$ cat src/rtl/data_cache.sv
// data_cache: direct-mapped write-back byte cache with a block refill/write-back FSM
module data_cache #(
  parameter int INDEX_BITS = 3,
  parameter int ADDR_WIDTH = 8
) (
  input  logic                  clk_i,
  input  logic                  rst_i,
  input  logic                  read_i,
  input  logic                  write_i,
  input  logic [ADDR_WIDTH-1:0] address_i,
  input  logic [7:0]            writedata_i,
  output logic [7:0]            readdata_o,
  output logic                  busywait_o,
  output logic                  mem_read_o,
  output logic                  mem_write_o,
  output logic [ADDR_WIDTH-3:0] mem_address_o,
  output logic [31:0]           mem_writedata_o,
  input  logic [31:0]           mem_readdata_i,
  input  logic                  mem_busywait_i
);
  localparam int TW = ADDR_WIDTH - INDEX_BITS - 2;
  localparam int N = 1 << INDEX_BITS;
  typedef enum logic [1:0] {IDLE, WRITEBACK, FETCH, UPDATE} state_t;
  state_t state_q, state_d;
  logic [ADDR_WIDTH-1:0] addr_q, a;
  logic [31:0] data_q [N];
  logic [TW-1:0] tag_q [N];
  logic [N-1:0] valid_q, dirty_q;
  logic [TW-1:0] tag;
  logic [INDEX_BITS-1:0] idx;
  logic [1:0] off;
  logic idle, hit, req, wr_hit;
  // the miss address is frozen outside IDLE so a dropped request still refills the right block
  assign idle = state_q == IDLE;
  assign a = idle ? address_i : addr_q;
  assign {tag, idx, off} = a;
  assign hit = valid_q[idx] && tag_q[idx] == tag;
  assign req = read_i | write_i;
  assign wr_hit = idle && write_i && hit;
  assign readdata_o = (idle && read_i && !write_i && hit) ? data_q[idx][{off, 3'b000} +: 8] : 8'h00;
  always_comb begin
    state_d = state_q;
    busywait_o = 1'b1;
    mem_read_o = 1'b0;
    mem_write_o = 1'b0;
    mem_address_o = '0;
    mem_writedata_o = '0;
    unique case (state_q)
      IDLE: begin
        busywait_o = req && !hit;
        if (req && !hit) state_d = (valid_q[idx] && dirty_q[idx]) ? WRITEBACK : FETCH;
      end
      WRITEBACK: begin
        mem_write_o = 1'b1;
        mem_address_o = {tag_q[idx], idx};
        mem_writedata_o = data_q[idx];
        if (!mem_busywait_i) state_d = FETCH;
      end
      FETCH: begin
        mem_read_o = 1'b1;
        mem_address_o = {tag, idx};
        if (!mem_busywait_i) state_d = UPDATE;
      end
      UPDATE: state_d = IDLE;
    endcase
  end
  always_ff @(posedge clk_i) begin
    if (rst_i) begin
      state_q <= IDLE;
      valid_q <= '0;
      dirty_q <= '0;
    end else begin
      state_q <= state_d;
      if (state_q == UPDATE) begin
        valid_q[idx] <= 1'b1;
        dirty_q[idx] <= 1'b0;
      end else if (wr_hit) dirty_q[idx] <= 1'b1;
    end
  end
  always_ff @(posedge clk_i) begin
    addr_q <= a;
    if (state_q == UPDATE) begin
      data_q[idx] <= mem_readdata_i;
      tag_q[idx] <= tag;
    end else if (wr_hit) data_q[idx][{off, 3'b000} +: 8] <= writedata_i;
  end
endmodule

$ cat config.mk
export PLATFORM = sky130hd
export DESIGN_NAME = data_cache
export DESIGN_NICKNAME = d
export VERILOG_FILES = /design/src/rtl/data_cache.sv
export SDC_FILE = /design/constraint.sdc
export NUM_CORES = 1
export LEC_CHECK = 0
export CORE_MARGIN = 10
export CORE_UTILIZATION = 50
export DETAILED_ROUTE_END_ITERATION = 8
export GPL_TIMING_DRIVEN = 1
export PLACE_DENSITY = 0.7
export SLEW_MARGIN = 20
export SYNTH_ARGS = -nofsm -noshare
export SYNTH_HDL_FRONTEND = slang
export SYNTH_SLANG_ARGS = --single-unit
$ cat constraint.sdc
create_clock -name clk_i -period 4.1 [get_ports clk_i]
set_clock_uncertainty 0.05 [all_clocks]
set_input_delay 0.615 -clock clk_i [delete_from_list [all_inputs] [get_ports clk_i]]
set_output_delay 0.615 -clock clk_i [all_outputs]
set_load 0.01 [all_outputs]
==> impl_metrics.prom <==
# TYPE chip_impl_metric gauge
chip_impl_metric{name="finalWeightedCongestion",unit=""} 0.967
chip_impl_metric{name="cts-buffers-inserted",unit=""} 31
chip_impl_info{name="final_cell_mix",value="edfxtp_1 (280), buf_4 (191), nand2_1 (156)"} 1
chip_impl_metric{name="wirelength",unit="mm"} 41.4
chip_impl_metric{name="boundaryPins",unit=""} 102
chip_impl_metric{name="count_of_max_cap_constraint_violations",unit=""} 0
chip_impl_metric{name="std_cell_rows",unit=""} 59
chip_impl_metric{name="largest_net_degree_at_the_start_of_global_routing",unit=""} 28
chip_impl_metric{name="final_design_area_no_fill",unit="sq mm"} 0.0175
chip_impl_metric{name="port_buffers",unit=""} 101
chip_impl_metric{name="powerDensity",unit="mW/mm^2"} 741
chip_impl_info{name="min_delay_worst_type",value="flip-flop to flip-flop"} 1
chip_impl_metric{name="final.hold.worst_slack",unit="ps"} 413
chip_impl_metric{name="vdd_ir_drop_max",unit="uV"} 574
chip_impl_metric{name="drt_iter0_drc",unit=""} 1256
chip_impl_metric{name="remaining_drc_errors",unit=""} 0
chip_impl_metric{name="max_freq",unit="MHz"} 238
chip_impl_info{name="crit_end_category",value="output port"} 1
chip_impl_metric{name="cp.required",unit="ps"} 3430
chip_impl_metric{name="final_critical_path_setup_slack",unit="ps"} -102
chip_impl_metric{name="height_of_the_chip",unit="microns"} 183
chip_impl_metric{name="grt_first_pass_wirelength",unit="mm"} 60.1
chip_impl_metric{name="post_synth_inst_count",unit=""} 1019
chip_impl_metric{name="postSynthNetCount",unit=""} 1082
chip_impl_metric{name="mappedNetlistArea",unit="sq mm"} 0.0132
chip_impl_info{name="outcome",value="finished, violations left"} 1
chip_impl_metric{name="post_drt_via_cell_ratio",unit=""} 6.00
chip_impl_metric{name="synth.yosys.warnings",unit=""} 0
chip_impl_metric{name="cellLeakagePower",unit="uW"} 0.00667
chip_impl_info{name="tritoncts",value="yes"} 1
chip_impl_metric{name="grt_overflow",unit=""} 0
chip_impl_metric{name="setup_viol_count_final",unit=""} 10
chip_impl_info{name="ctsRootBufferMaster",value="clkbuf_16"} 1
chip_impl_metric{name="die_area",unit="sq mm"} 0.0333
chip_impl_metric{name="worst_slew_margin_rel",unit="%"} 28.4
chip_impl_metric{name="floorplan.die.width",unit="microns"} 183
chip_impl_metric{name="cp_data_arrival_time",unit="ps"} 3540
chip_impl_metric{name="synth_top_area_share",unit="%"} 63.6
chip_impl_metric{name="timing.final.hold_violations",unit=""} 0
chip_impl_metric{name="share_of_layout_cells_above_drive_strength_1",unit="%"} 27.1
chip_impl_metric{name="avgSynthCellArea",unit="sq um"} 13.0
chip_impl_info{name="path_class",value="flip-flop to output port"} 1
chip_impl_metric{name="area_of_the_multi_input_gates",unit="sq mm"} 0.00415
chip_impl_metric{name="synthDistinctLibCells",unit=""} 61
chip_impl_metric{name="synth-seq-area-share",unit="%"} 67.5
chip_impl_metric{name="floorplan.core_area",unit="sq mm"} 0.0261
chip_impl_metric{name="crit_share_post_route",unit="%"} 102
chip_impl_metric{name="ys_ff_latch",unit=""} 306
chip_impl_metric{name="seq_area",unit="sq mm"} 0.00893
chip_impl_metric{name="dr.pass1.iters",unit=""} 8
chip_impl_metric{name="grt_util_all_layers",unit="%"} 23.8
chip_impl_metric{name="cts_num_sinks",unit=""} 306
chip_impl_metric{name="routed-via-count",unit=""} 10100
chip_impl_metric{name="htree_num_levels",unit=""} 1
chip_impl_metric{name="first_global_vias",unit=""} 9637
chip_impl_metric{name="drv_slew",unit=""} 0
chip_impl_metric{name="clk_latency",unit="ps"} 560
chip_impl_metric{name="final_antenna_net_count",unit=""} 0
chip_impl_info{name="rsz_0062_raised_after_global_routing",value="yes"} 1
chip_impl_info{name="failed_checks",value="setup timing"} 1
chip_impl_metric{name="dpl_cell_area",unit="sq mm"} 0.0159
chip_impl_metric{name="initial_core_utilization",unit="%"} 50.7
chip_impl_metric{name="synth_edf_count",unit=""} 280
chip_impl_metric{name="wire_per_inst",unit="microns"} 24.7
chip_impl_metric{name="cts.clk_slew.worst_paths",unit="ps"} 60
chip_impl_info{name="synth_area_leaders",value="edfxtp_1 (64%), nand2_1 (4.5%), dfxtp_1 (3.9%)"} 1
chip_impl_metric{name="antenna_found_initial",unit=""} 0
chip_impl_info{name="worst_setup_path_start_kind",value="flip-flop"} 1
chip_impl_metric{name="synth-async-reset-ratio",unit="%"} 0
chip_impl_metric{name="crit_fanout",unit=""} 6
chip_impl_metric{name="cts_hold_buf",unit=""} 0
chip_impl_info{name="layout_commonest_cell",value="edfxtp_1"} 1
chip_impl_metric{name="syn_to_final_growth",unit="%"} 32.5
chip_impl_metric{name="clk_path_buf_depth",unit=""} 3
chip_impl_metric{name="final_nets",unit=""} 1381
chip_impl_metric{name="min_period",unit="ps"} 4200
chip_impl_metric{name="ff2ff_setup_slack",unit="ps"} 40
chip_impl_info{name="synth_top_cell_by_area",value="edfxtp_1"} 1
chip_impl_info{name="synth-main-ff-cell",value="edfxtp_1"} 1
chip_impl_metric{name="antenna-diode-count",unit=""} 0
chip_impl_metric{name="layout_filler_cell_count",unit=""} 1887
chip_impl_metric{name="place.detailed.hpwl",unit="mm"} 28.3
chip_impl_metric{name="worst_pin_slew",unit="ps"} 1060
-- kinds of logic after synthesis --
kind of cell	after synthesis	share of synthesized area, %
AO/OA/AOI/OAI	180	9.83
XOR/XNOR	3	0.199
adder cells (fa/ha/maj)	10	0.947
buffers and inverters	100	3.36
flip-flops	306	67.5
multiplexers	77	6.92
AND/OR/NAND/NOR	343	11.2
-- routing by layer --
metal  track usage, %  up-vias  share of wire (%)
met5                0        -                  0
met3             5.91       94                 11
li1                 -     4406                  -
met2             37.2      599                 46
met4             8.43        0                3.6
met1             31.5     4959                 39
-- synth_stat cells, types with 4 or more instances --
cell and number:
o21a_1 8, o21ai_0 21, a311oi_1 8, mux2i_1 52
edfxtp_1 280, a222oi_1 6, mux2_2 15, o211ai_1 4
nor2_1 97, a22oi_1 25, and2_1 14, a211o_1 8
a21oi_1 36, a31oi_1 14, o22ai_1 6, buf_2 17
buf_1 5, nand2_1 157, nor3_1 15, a221oi_1 23
dfxtp_1 26, clkbuf_1 25, nand3_1 37, and3_1 7
inv_1 42, mux4_2 7, ha_1 10
-- power by group --
group	leakage (uW)	switching, uW	internal [uW]
logic	0.00347	3680	2950
clock network	0.000473	1130	1560
registers	0.00273	57.6	3600
total	0.00667	4870	8110
-- timing repair --
action	in CTS	in global routing
pin swaps	11	8
endpoints found under the setup margin	48	139
resized for setup	93	60
buffers inserted	23	11
gates cloned	1	1
-- cell type report --
type                    instances  area share [%]
inverters                      46            1.04
well taps                     335            2.39
clock inverters                20           0.929
multi-input cells             613            23.7
clock buffers                  36            4.54
repair buffers                320            16.4
flip-flops and latches        306            51.0
-- state kept, by name, summed over array words and instances (netlist names), named ones only --
name     cells
valid_q      8
tag_q       24
state_q      2
data_q     256
addr_q       8
-- path summary, 6_finish.rpt --
| check | cells past startpoint | from | to |
|---|---|---|---|
| max | 15 | state_q[0]$_SDFFE_PP0P_ | readdata_o[1] |
| min | 2 | flip-flop | flip-flop |
| max reg2reg | 17 | state_q[0]$_SDFFE_PP0P_ | data_q[1][0]$_DFFE_PP_ |
| min reg2reg | 2 | flip-flop | flip-flop |
-- critical path, stage by stage (launching register included) --
cell and delay [ps]:
dfxtp_2 330, inv_2 70, ha_4 130, buf_12 130, mux2i_4 340, clkinv_4 160
buf_12 150, mux2i_1 100, a222oi_1 300, mux2i_1 200, xnor2_1 210, nor4_4 230
nand3b_4 160, buf_6 160, a21oi_1 110, buf_2 180
-- per-stage QoR --
step           instances  setup WS, ps  util [%]  power [uW]  TNS, ps
2_1_floorplan       1019           702         -        6460        0
3_3_place_gp        1584          -273      61.1        9400    -9370
3_5_place_dp        1584          -259      61.1        9450   -14460
4_1_cts             1664         -16.8      66.0       12500    -37.6
5_1_grt             1676          -300      67.2       13500   -24890
6_report            1676          -102      67.2       13000     -592
(Power assumes the default switching activity.)
